[src/rtl/systolic_array_writeback.sv]
// Writeback stage of the systolic array: snapshots an accumulator tile, adds per-column bias,
// requantizes (shift, optional ReLU, saturate) and writes the tile row-major into the output RAM.
module systolic_array_writeback #(
  parameter int TILE_DIM   = 2,
  parameter int DATA_WIDTH = 8,
  parameter int ADDR_WIDTH = 16
) (
  input  logic                                      clk,
  input  logic                                      rstn,
  input  logic                                      start,
  input  logic [0:TILE_DIM*TILE_DIM*2*DATA_WIDTH-1] acc_in,
  input  logic [31:0]                               blk_row_idx,
  input  logic [31:0]                               blk_col_idx,
  input  logic [31:0]                               out_stride,
  input  logic [$clog2(2*DATA_WIDTH)-1:0]           shift,
  input  logic                                      relu_en,
  output logic                                      bias_en,
  output logic [ADDR_WIDTH-1:0]                     bias_addr,
  input  logic [DATA_WIDTH-1:0]                     bias_rdata,
  output logic                                      out_we,
  output logic [ADDR_WIDTH-1:0]                     out_addr,
  output logic [DATA_WIDTH-1:0]                     out_wdata,
  output logic                                      busy,
  output logic                                      done
);

  localparam int AW  = 2 * DATA_WIDTH;
  localparam int SW  = AW + 1;
  localparam int NE  = TILE_DIM * TILE_DIM;
  localparam int CW  = $clog2(NE + 1);
  localparam int IW  = (TILE_DIM > 1) ? $clog2(TILE_DIM) : 1;
  localparam int SHW = $clog2(AW);

  localparam logic [1:0] S_IDLE  = 2'd0;
  localparam logic [1:0] S_BIAS  = 2'd1;
  localparam logic [1:0] S_WRITE = 2'd2;
  localparam logic [1:0] S_DONE  = 2'd3;

  localparam logic signed [SW-1:0]  SAT_MAX = SW'((1 << (DATA_WIDTH - 1)) - 1);
  localparam logic signed [SW-1:0]  SAT_MIN = SW'(-(1 << (DATA_WIDTH - 1)));
  localparam logic [DATA_WIDTH-1:0] OUT_MAX = {1'b0, {(DATA_WIDTH-1){1'b1}}};
  localparam logic [DATA_WIDTH-1:0] OUT_MIN = {1'b1, {(DATA_WIDTH-1){1'b0}}};

  logic [1:0]                   state;
  logic [CW-1:0]                cnt;
  logic [IW-1:0]                r_idx;
  logic [IW-1:0]                c_idx;
  logic signed [AW-1:0]         acc_q  [NE];
  logic signed [DATA_WIDTH-1:0] bias_q [TILE_DIM];
  logic [31:0]                  row_q;
  logic [31:0]                  col_q;
  logic [31:0]                  stride_q;
  logic [SHW-1:0]               shift_q;
  logic                         relu_q;

  logic signed [AW-1:0]         acc_e;
  logic signed [DATA_WIDTH-1:0] bias_e;
  logic signed [SW-1:0]         sum;
  logic signed [SW-1:0]         sh;
  logic signed [SW-1:0]         clip;
  logic [DATA_WIDTH-1:0]        elem_data;
  logic [ADDR_WIDTH-1:0]        elem_addr;
  logic [ADDR_WIDTH-1:0]        first_bias_addr;
  logic [ADDR_WIDTH-1:0]        next_bias_addr;

  always_comb begin
    acc_e = '0;
    for (int unsigned r = 0; r < TILE_DIM; r++)
      for (int unsigned c = 0; c < TILE_DIM; c++)
        if (r_idx == IW'(r) && c_idx == IW'(c)) acc_e = acc_q[r*TILE_DIM + c];
    bias_e = '0;
    for (int unsigned c = 0; c < TILE_DIM; c++)
      if (c_idx == IW'(c)) bias_e = bias_q[c];
    // With a single column the last bias word lands on the same edge element 0 is formed.
    if (state == S_BIAS && c_idx == IW'(TILE_DIM - 1)) bias_e = bias_rdata;

    sum  = $signed({acc_e[AW-1], acc_e}) +
           $signed({{(SW-DATA_WIDTH){bias_e[DATA_WIDTH-1]}}, bias_e});
    sh   = sum >>> shift_q;
    clip = (relu_q && sh[SW-1]) ? '0 : sh;
    if (clip > SAT_MAX)      elem_data = OUT_MAX;
    else if (clip < SAT_MIN) elem_data = OUT_MIN;
    else                     elem_data = clip[DATA_WIDTH-1:0];

    elem_addr = ADDR_WIDTH'((row_q * 32'(TILE_DIM) + 32'(r_idx)) * stride_q
                            + col_q * 32'(TILE_DIM) + 32'(c_idx));
    first_bias_addr = ADDR_WIDTH'(blk_col_idx * 32'(TILE_DIM));
    next_bias_addr  = ADDR_WIDTH'(col_q * 32'(TILE_DIM) + 32'(cnt) + 32'd1);
  end

  always_ff @(posedge clk) begin
    if (!rstn) begin
      state     <= S_IDLE;
      cnt       <= '0;
      r_idx     <= '0;
      c_idx     <= '0;
      row_q     <= '0;
      col_q     <= '0;
      stride_q  <= '0;
      shift_q   <= '0;
      relu_q    <= 1'b0;
      for (int unsigned e = 0; e < NE; e++) acc_q[e] <= '0;
      for (int unsigned c = 0; c < TILE_DIM; c++) bias_q[c] <= '0;
      bias_en   <= 1'b0;
      bias_addr <= '0;
      out_we    <= 1'b0;
      out_addr  <= '0;
      out_wdata <= '0;
      busy      <= 1'b0;
      done      <= 1'b0;
    end else begin
      case (state)
        S_IDLE: begin
          if (start) begin
            for (int unsigned e = 0; e < NE; e++) acc_q[e] <= acc_in[e*AW +: AW];
            row_q     <= blk_row_idx;
            col_q     <= blk_col_idx;
            stride_q  <= out_stride;
            shift_q   <= shift;
            relu_q    <= relu_en;
            cnt       <= '0;
            r_idx     <= '0;
            c_idx     <= '0;
            bias_en   <= 1'b1;
            bias_addr <= first_bias_addr;
            busy      <= 1'b1;
            state     <= S_BIAS;
          end
        end
        S_BIAS: begin
          // Data for the request issued at count k arrives while the count is k+1.
          for (int unsigned c = 0; c < TILE_DIM; c++)
            if (cnt == CW'(c + 1)) bias_q[c] <= bias_rdata;
          if (cnt < CW'(TILE_DIM - 1)) begin
            bias_en   <= 1'b1;
            bias_addr <= next_bias_addr;
            cnt       <= cnt + CW'(1);
          end else if (cnt == CW'(TILE_DIM - 1)) begin
            bias_en <= 1'b0;
            cnt     <= cnt + CW'(1);
          end else begin
            out_we    <= 1'b1;
            out_addr  <= elem_addr;
            out_wdata <= elem_data;
            if (c_idx == IW'(TILE_DIM - 1)) begin
              c_idx <= '0;
              r_idx <= r_idx + IW'(1);
            end else begin
              c_idx <= c_idx + IW'(1);
            end
            cnt   <= CW'(1);
            state <= S_WRITE;
          end
        end
        S_WRITE: begin
          if (cnt < CW'(NE)) begin
            out_we    <= 1'b1;
            out_addr  <= elem_addr;
            out_wdata <= elem_data;
            if (c_idx == IW'(TILE_DIM - 1)) begin
              c_idx <= '0;
              r_idx <= r_idx + IW'(1);
            end else begin
              c_idx <= c_idx + IW'(1);
            end
            cnt <= cnt + CW'(1);
          end else begin
            out_we <= 1'b0;
            done   <= 1'b1;
            state  <= S_DONE;
          end
        end
        default: begin
          done  <= 1'b0;
          busy  <= 1'b0;
          state <= S_IDLE;
        end
      endcase
    end
  end

endmodule

[config.mk]
export PLATFORM = sky130hd
export DESIGN_NAME = systolic_array_writeback
export DESIGN_NICKNAME = d
export VERILOG_FILES = /design/src/rtl/systolic_array_writeback.sv
export SDC_FILE = /design/constraint.sdc
export NUM_CORES = 1
export LEC_CHECK = 0
export CAP_MARGIN = 20
export CORE_MARGIN = 5
export CORE_UTILIZATION = 50
export CTS_BUF_LIST = sky130_fd_sc_hd__clkbuf_4 sky130_fd_sc_hd__clkbuf_8 sky130_fd_sc_hd__clkbuf_16
export DETAILED_ROUTE_END_ITERATION = 6
export GPL_ROUTABILITY_DRIVEN = 0
export PLACE_DENSITY = 0.77
export SLEW_MARGIN = 25
export SYNTH_ARGS = -nofsm -noshare
export SYNTH_HDL_FRONTEND = slang
export SYNTH_SLANG_ARGS = --single-unit
export TNS_END_PERCENT = 20
[constraint.sdc]
create_clock -name clk -period 8.6 [get_ports clk]
set_input_delay 1.72 -clock clk [delete_from_list [all_inputs] [get_ports clk]]
set_output_delay 1.72 -clock clk [all_outputs]
set_load 0.1 [all_outputs]
==> flow_metrics.tcl, run 1 <==
set metrics [dict create \
    ys_seq_area_frac 0.328 \
    synth_most_common_cell "nand2_1" \
    asyncSetResetFlopFracSynth 0 \
    p_switching_uw 2410 \
    hold_class "reg2reg" \
    clock_path_buffers 2 \
    synth_commonest_cells "nand2_1 (156), inv_1 (147), and2_1 (129)" \
    reg2reg_from "stride_q[3]" \
    violations "design-rule violations" \
    crit_fanout 9 \
    synthToLayoutAreaGrowth_pct 18.1 \
    synth-seq-cells 182 \
    seqPwrFrac 0.264 \
    max_freq_mhz 167 \
    wire_per_inst_um 18.0 \
    cp.depth 15 \
    maxCapViolations 0 \
    ys.flop_type "dfxtp_1" \
    root_buffer "clkbuf_16" \
    insertion_delay_ns 0.45 \
    synthCells 1417 \
    drc 6 \
    pin_count 220 \
    cts_hold_buf 0 \
    crit_arrival_ns 6.31 \
    die-width_um 175 \
    rsz0062_at_grt "false" \
    slowest_stage "a21oi_1" \
    grt_use_total 0.223 \
    core_area_mm2 0.0268 \
    crit_chain "clkdlybuf4s50_1 -> mux2i_1 -> a21oi_1 -> ha_1 -> and4_4 -> nand2_1 -> a21o_1 -> a21boi_0 -> nor3_1 -> mux2i_1 -> nand2_1 -> o2bb2ai_1 -> nor4b_1 -> a31o_2 -> o22ai_1" \
    synth_edf_count 80 \
    fin_worst_skew_ns 0.0251 \
    cp-end-kind "register" \
    drive_gt1_frac 0.0627 \
    yosysTopAreaCellShare 0.177 \
    clkPwrFrac 0.176 \
    fin_crit_sh 0.695 \
    slew_violations 0 \
    fin_nets 1884 \
    routed_wl_um 34000 \
    clock_sinks 182 \
    pwr_density_cell_mw_per_mm2 309 \
    cts_made_buffers 17 \
    crit_family "compound AO/OA/AOI/OAI gates" \
    synth.distinct_cells 75 \
    setup_violations 0 \
    start_util 0.505 \
    pwr-share-comb 0.560 \
    drt.antenna.violating_nets 0 \
    cpPeakStageDelay_ns 0.92 \
    fin_setup_tns_ns 0 \
    syn_area_per_cell_um2 9.55 \
    whs_path_depth 2 \
    clk_pin_slew_ns 0.08 \
    ys_warn_count 0 \
    synth_top_area_cell "edfxtp_1" \
    vias 10524 \
    die_h_um 175 \
    die-area_mm2 0.0305 \
    synth_area_leaders "edfxtp_1 (18%), dfxtp_1 (15%), fa_1 (14%)" \
    firstDrtPassIters 7 \
    status "complete, but fails checks" \
    syn_nets 1767 \
    antenna_found_initial 4 \
    switching_share 0.488 \
    min_from "out_addr[1]" \
    tightest_slew_ns 1.15 \
    crit_buf_inv 1 \
    cts_tree "yes" \
    required_ns 8.93 \
    rr_worst_depth 19 \
    rows 60 \
    crit_start "bias_rdata[7]" \
    cts_setup_buffers 0 \
    dp.cells 1856 \
    finalHoldViolations 0 \
    ir_drop_v 0.000161 \
    drtIter0Drc 655 \
    dp_hpwl_um 25300 \
    grt_overflow_total 0 \
    grt_max_degree 116 \
    fin_cells 1890 \
    netlist_area_mm2 0.0135 \
    vias_per_cell 5.57 \
    crit_type "in2reg" \
    layout_min_cycle_time_ns 5.98 \
    slew_headroom 0.232 \
    leakage_uw 0.00656 \
    grt_pass1_wl_um 55100 \
    grt_pass1_vias 10730 \
    internal-power_uw 2530 \
    io_buffers 169 \
    ctsResizeCount 0 \
    start_kind "input pin" \
    htree_levels 4 \
]
-- cells in the final DEF, fill, tap and decap left out, drive strengths merged, types with 6 or more instances in the layout --
master / n
a211o: 7
a211oi: 26
a21o: 10
a21oi: 84
a22o: 34
and2: 129
buf: 9
clkbuf: 17
clkdlybuf4s50: 169
dfxtp: 102
edfxtp: 80
fa: 96
ha: 78
inv: 161
mux2i: 22
mux4: 18
nand2: 156
nand2b: 8
nand3: 16
nand4: 7
nor2: 88
nor2b: 7
nor3: 20
o211ai: 9
o21ai: 58
o22ai: 8
or2: 6
xnor2: 54
xor2: 12
-- layer usage --
metal	global-route usage	routed length, µm	part of all wire	vias to the layer above
met5	0	27	0.00079	-
met4	0.0779	912	0.027	4
met3	0.0426	2720	0.080	65
met2	0.359	15800	0.46	437
met1	0.304	14500	0.43	5024
li1	-	-	-	4994
-- cells by family (layout without fill, tap and decap cells) --
kind of cell / after synthesis / in the layout / share of synthesized area
flops: 182 / 182 / 0.328
xor+xnor: 66 / 66 / 0.0427
fa+ha+maj: 174 / 174 / 0.214
compound gates: 263 / 263 / 0.127
mux: 44 / 44 / 0.0495
buf+inv: 231 / 361 / 0.0727
other cells: 0 / 2 / 0
simple gates: 457 / 457 / 0.166
-- area by class of cell --
type / count / area, µm²
clock inverter: 15 / 229
multi-input combinational: 1004 / 8130
clock buffer: 17 / 425
antenna: 2 / 5.00
timing repair buffer: 178 / 1760
inverter: 151 / 567
sequential: 182 / 4450
tap: 341 / 427
fill: 2301 / 10800
-- sequential cells by signal (all words and copies together), names as in the netlist --
name	cells
acc_q	64
bias_addr	16
bias_q	16
out_addr	16
stride_q	16
col_q	15
row_q	15
out_wdata	8
shift_q	4
cnt	3
state	2
bias_en	1
busy	1
c_idx	1
done	1
out_we	1
r_idx	1
relu_q	1
-- power groups by stage --
stage / Combinational (µW) / Clock, µW / Sequential [µW]
3_5_place_dp: 2720 / 0 / 1320
2_1_floorplan: 1740 / 0 / 1670
5_1_grt: 3010 / 915 / 1330
6_report: 2770 / 869 / 1300
3_3_place_gp: 2670 / 0 / 1310
4_1_cts: 2750 / 879 / 1300
-- worst paths after layout --
kind / end / slack (ns)
setup / recovery: out_wdata[3] / 2.62
hold / removal: out_addr[1] / 0.45
setup reg to reg: out_addr[15] / 2.99
hold reg to reg: out_addr[1] / 0.45
-- tightest hold or removal path, delay by kind of cell (launching register included) --
| kind | cells | cell delay, ns |
|---|---|---|
| compound gates | 1 | 0.05 |
| flops | 1 | 0.31 |
| simple gates | 1 | 0.05 |
-- through the flow --
step / hold WS, ns / area (µm²) / util / setup slack (ns) / total power [µW]
floorplan: 0.449 / 13500 / - / 3.49 / 3400
global placement: 0.440 / 15300 / 0.572 / 2.50 / 3970
detailed placement: 0.447 / 15300 / 0.572 / 2.41 / 4040
CTS: 0.457 / 16000 / 0.596 / 2.79 / 4930
global route: 0.484 / 16000 / 0.596 / 2.42 / 5250
finish: 0.455 / 16000 / 0.596 / 2.62 / 4940
(Power assumes the default switching activity.)
==> run 2: changes to the inputs <==
==> constraint.sdc (replaced) <==
create_clock -name clk -period 5.77 [get_ports clk]
set_input_delay 1.154 -clock clk [delete_from_list [all_inputs] [get_ports clk]]
set_output_delay 1.154 -clock clk [all_outputs]
set_load 0.1 [all_outputs]
==> run 2 against run 1 <==
Effect of this change: the run now ends clean; first-iteration DRC count up 24%; routed wire length is 0.16% lower; cell area grew 0.90%; sequential share of layout area shrank 0.23 points; clock power increased by 40%; critical path depth is 4 higher; worst hold slack worse by 0.0019 ns; utilization is 0.54 points higher; count of clock-buffer cells in the layout stayed put; sequential power increased by 48%; register-to-register slack worse by 2.7 ns; power up 48%; critical path type is now reg2reg; largest power group unchanged.
==> flow_metrics.tcl, run 2 (same netlist as run 1, synthesis figures left out) <==
set metrics [dict create \
    status "finished, final reports clean" \
    pin_count 220 \
    whs_endpoint "out_addr[5]" \
    dp_hpwl_um 26200 \
    grt_pass1_wl_um 55500 \
    leakage_uw 0.00665 \
    antenna_found_initial 1 \
    min_from "out_addr[5]" \
    htree_levels 4 \
    pwr_density_cell_mw_per_mm2 453 \
    vias 10562 \
    grt_overflow_total 0 \
    insertion_delay_ns 0.45 \
    crit_arrival_ns 5.81 \
    rsz0062_at_grt "false" \
    grt_use_total 0.226 \
    fin_cells 1909 \
    fin_worst_skew_ns 0.0124 \
    ir_drop_v 0.000292 \
    die_h_um 175 \
    io_buffers 169 \
    firstDrtPassIters 6 \
    cts_made_buffers 17 \
    vias_per_cell 5.53 \
    rr_worst_depth 19 \
    clock_sinks 182 \
    whs_path_depth 2 \
    drc 0 \
    largest_reg_flops 64 \
    max_freq_mhz 184 \
    grt_pass1_vias 10807 \
    tightest_slew_ns 1.07 \
    rrSetupSlack_ns 0.33 \
    clock_path_buffers 2 \
    drive_gt1_frac 0.0766 \
    drt.antenna.violating_nets 0 \
    crit_fanout 5 \
    reg2reg_from "row_q[7]" \
    hold_class "reg2reg" \
    rows 60 \
    cpPeakStageDelay_ns 0.54 \
    root_buffer "clkbuf_16" \
    layout_min_cycle_time_ns 5.44 \
    max_flop_register "acc_q" \
    cts_tree "yes" \
    maxCapViolations 0 \
    layout_common_cells "clkdlybuf4s50_1 (169), nand2_1 (156), inv_1 (146)" \
    slowest_stage "fa_1" \
    routed_wl_um 33900 \
    core_area_mm2 0.0268 \
    synthToLayoutAreaGrowth_pct 19.1 \
    start_kind "register" \
    fin_crit_sh 0.943 \
    slew_headroom 0.285 \
    fin_setup_tns_ns 0 \
    fin_nets 1904 \
    finalHoldViolations 0 \
    clk_pin_slew_ns 0.08 \
    crit_chain "and2_1 -> fa_1 -> inv_1 -> fa_1 -> fa_1 -> inv_1 -> fa_1 -> inv_1 -> fa_1 -> fa_1 -> xnor2_1 -> xnor2_1 -> xnor2_1 -> xnor2_1 -> xnor2_1 -> xnor2_1 -> xnor2_1 -> nand2_1 -> a21oi_1" \
    slew_violations 0 \
    grt_max_degree 55 \
    critPathMostFrequentCell "xnor2_1" \
    cts_hold_buf 0 \
    drtIter0Drc 812 \
    cp-end-kind "register" \
    final_common_cell "clkdlybuf4s50_1" \
    required_ns 6.14 \
    die-area_mm2 0.0305 \
    wire_per_inst_um 17.8 \
    dp.cells 1876 \
    fin_util 0.602 \
    die-width_um 175 \
    setup_violations 0 \
    start_util 0.505 \
    reg2reg_to "out_addr[15]" \
    crit_type "reg2reg" \
]
## run 2: cell count changes in the layout (fill, tap and decap cells not counted), sizes merged
cell,before,now
diode,2,1
clkinv,5,8
clkinvlp,0,2
buf,9,29
inv,161,156
## run 2: area by class of cell
| type | instances | area (µm²) |
|---|---|---|
| diodes | 1 | 2.50 |
| clock buffers | 17 | 425 |
| clock inverters | 15 | 199 |
| fillers | 2213 | 10700 |
| inverters | 151 | 567 |
| multi-input cells | 1004 | 8130 |
| flip-flops and latches | 182 | 4450 |
| well taps | 341 | 427 |
| repair buffers | 198 | 1930 |
## run 2: critical path, delay by kind of cell (launching register included)
family	cells	cell delay, ns
compound gates	1	0.17
xor+xnor	7	1.31
fa+ha+maj	6	3.04
buf+inv	3	0.19
flops	1	0.39
simple gates	2	0.28
## run 2: report_power, final
group	leakage, µW	switching (µW)	internal, µW
Sequential	0.00169	258	1660
Combinational	0.00467	2650	1520
Clock	0.000293	626	599
Total	0.00665	3530	3780
## run 2: metal layers
metal,vias up,GRT usage,part of all wire
met3,68,0.0524,0.088
met2,414,0.357,0.45
met4,0,0.0812,0.031
met5,-,0,0
met1,5040,0.306,0.43
li1,5040,-,-
## run 2: how the worst max path moves through the flow
stage,start,to,slack (ns),depth (start not counted)
after floorplan,stride_q[6],out_addr[15],0.66,20
after global placement,bias_rdata[7],out_wdata[4],0.27,14
after detailed placement,bias_rdata[7],out_wdata[4],0.18,14
after CTS,row_q[0],out_addr[15],0.16,18
after global routing,row_q[4],out_addr[15],0.01,23
final,row_q[7],out_addr[15],0.33,19
## run 2: per-stage QoR
stage               area [µm²]  setup slack [ns]  hold WS [ns]  power, µW
detailed placement       15500             0.184         0.444       6050
finish                   16100             0.328         0.453       7310
global placement         15500             0.271         0.442       5960
CTS                      16100             0.155         0.455       7290
global route             16100            0.0117         0.471       7800
floorplan                13500             0.659         0.449       5070
## run 2: timing repair
action	4_1_cts	5_1_grt
setup buffers	0	0
setup endpoints to repair	0	3
resized for setup	0	3
==> run 3: changes to the inputs <==
--- a/config.mk
+++ b/config.mk
@@ -7,11 +7,11 @@
 export LEC_CHECK = 0
 export CAP_MARGIN = 20
 export CORE_MARGIN = 5
-export CORE_UTILIZATION = 50
+export CORE_UTILIZATION = 45
 export CTS_BUF_LIST = sky130_fd_sc_hd__clkbuf_4 sky130_fd_sc_hd__clkbuf_8 sky130_fd_sc_hd__clkbuf_16
 export DETAILED_ROUTE_END_ITERATION = 6
 export GPL_ROUTABILITY_DRIVEN = 0
-export PLACE_DENSITY = 0.77
+export PLACE_DENSITY = 0.71
 export SLEW_MARGIN = 25
 export SYNTH_ARGS = -nofsm -noshare
 export SYNTH_HDL_FRONTEND = slang
==> run 3 against run 2 <==
Effect of this change: non-clock buffer count fell by 4; flip-flop and latch count unchanged; worst setup slack better by 0.022 ns; sequential power is essentially flat; cell count up 2.4%; worst hold slack improved by 0.00078 ns; via count decreased by 1.5%; power grew 0.49%; clock power is 5% higher; sequential share of layout area shrank 0.064 points; critical endpoint unchanged; largest cell class unchanged; largest power group unchanged; highest routed layer is now met5.
==> flow_metrics.tcl, run 3 (same netlist as run 1, synthesis figures left out) <==
set metrics [dict create \
    fin_nets 1900 \
    die-width_um 183 \
    htree_levels 4 \
    drtIter0Drc 856 \
    io_buffers 169 \
    cp-end-kind "register" \
    setup_violations 0 \
    crit_arrival_ns 5.79 \
    final_common_cell "clkdlybuf4s50_1" \
    seqPwrFrac 0.263 \
    min_from "out_addr[5]" \
    clock_path_buffers 2 \
    pwr-share-comb 0.563 \
    internal-power_uw 3790 \
    wire_per_inst_um 17.2 \
    firstDrtPassIters 5 \
    cts_made_buffers 17 \
    fin_crit_sh 0.939 \
    crit_chain "buf_4 -> nand2_1 -> fa_1 -> inv_1 -> fa_1 -> ha_1 -> fa_1 -> inv_1 -> fa_1 -> fa_1 -> inv_1 -> ha_1 -> o21ai_0 -> a21boi_0 -> o21ai_0 -> a21o_1 -> a21oi_1 -> xnor2_1 -> nand2_1 -> a21oi_1" \
    crit_fanout 8 \
    antenna_found_initial 2 \
    root_buffer "clkbuf_16" \
    cts_tree "yes" \
    finalHoldViolations 0 \
    required_ns 6.14 \
    start_util 0.457 \
    grt_pass1_vias 10551 \
    core_area_mm2 0.0296 \
    fin_worst_skew_ns 0.0185 \
    layout_common_cells "clkdlybuf4s50_1 (169), nand2_1 (156), inv_1 (146)" \
    ir_drop_v 0.000224 \
    cpPeakStageDelay_ns 0.55 \
    p_switching_uw 3560 \
    clk_pin_slew_ns 0.08 \
    fin_setup_tns_ns 0 \
    status "finished, final reports clean" \
    insertion_delay_ns 0.45 \
    dp_hpwl_um 25900 \
    slew_headroom 0.277 \
    layout_min_cycle_time_ns 5.42 \
    die-area_mm2 0.0337 \
    drc 0 \
    grt_pass1_wl_um 55100 \
    maxCapViolations 0 \
    drt.antenna.violating_nets 0 \
    pwr_density_cell_mw_per_mm2 454 \
    die_h_um 183 \
    tightest_slew_ns 1.08 \
    crit_type "reg2reg" \
    slew_violations 0 \
    reg2reg_from "stride_q[4]" \
    max_freq_mhz 184 \
    clkPwrFrac 0.174 \
    switching_share 0.484 \
    clock_sinks 182 \
    pin_count 220 \
    routed_wl_um 33600 \
    hold_class "reg2reg" \
    drive_gt1_frac 0.0774 \
    vias_per_cell 5.33 \
    critPathMostFrequentCell "fa_1" \
    leakage_uw 0.00665 \
    crit_start "stride_q[4]" \
    dp.cells 1921 \
    cts_setup_buffers 0 \
    max_flop_register "acc_q" \
    grt_overflow_total 0 \
    fin_cells 1954 \
    start_kind "register" \
    rows 63 \
    rsz0062_at_grt "false" \
    synthToLayoutAreaGrowth_pct 19.6 \
    largest_reg_flops 64 \
    grt_max_degree 112 \
    slowest_stage "fa_1" \
    totalPowerFinal_uw 7350 \
    grt_use_total 0.203 \
    vias 10407 \
]
run 3: changes by cell type in the layout (fill, tap and decap cells not counted), sizes merged:
cell	change
buf	-4
clkinv	-2
clkinvlp	-2
inv	+4
run 3: worst max-delay path, delay by kind of cell, from the launching register on:
kind,cells,cell delay [ns]
xor gates and xnor gates,1,0.15
buffers and inverters,4,0.39
adders and majority gates,7,3.06
AOI/OAI and AO/OA,6,1.09
and+or+nand+nor,2,0.15
DFF,1,0.51
run 3: worst paths after layout:
kind	slack [ns]	depth (start not counted)	endpoint
max reg2reg	0.35	20	out_addr[15]
min reg2reg	0.45	2	out_addr[5]
min	0.45	2	out_addr[5]
max	0.35	20	out_addr[15]
run 3: timing repair:
| action | CTS | global route |
|---|---|---|
| setup endpoints to repair | 0 | 2 |
| gates resized for setup | 0 | 7 |
| endpoints found under the hold margin | 0 | 0 |
| hold buffers | 0 | 0 |
run 3: power by group through the flow:
stage / Clock, µW / Combinational, µW / Sequential [µW]
final: 1280 / 4140 / 1930
after global routing: 1360 / 4530 / 1970
after CTS: 1290 / 4110 / 1930
after detailed placement: 0 / 4090 / 1960
after global placement: 0 / 4040 / 1940
after floorplan: 0 / 2590 / 2480
run 3: routing by layer:
layer,vias up,GRT usage,share of wire
met2,330,0.326,0.45
li1,5023,-,-
met5,-,0,0.00039
met4,2,0.0468,0.015
met1,5022,0.292,0.47
met3,30,0.0330,0.061
run 3: final cells by class:
class | instances | area (µm²)
diodes | 1 | 2.50
clock buffers | 17 | 425
clock inverters | 15 | 221
fillers | 2692 | 13400
inverters | 151 | 567
multi-input cells | 1004 | 8130
flip-flops and latches | 182 | 4450
well taps | 390 | 488
repair buffers | 194 | 1900
run 3: metrics by stage:
step	util	hold slack [ns]	area, µm²	setup WS [ns]
finish	0.546	0.454	16200	0.349
global placement	0.524	0.440	15500	0.328
CTS	0.546	0.458	16200	0.244
floorplan	-	0.449	13500	0.659
global route	0.546	0.481	16200	0.00225
detailed placement	0.524	0.446	15500	0.272
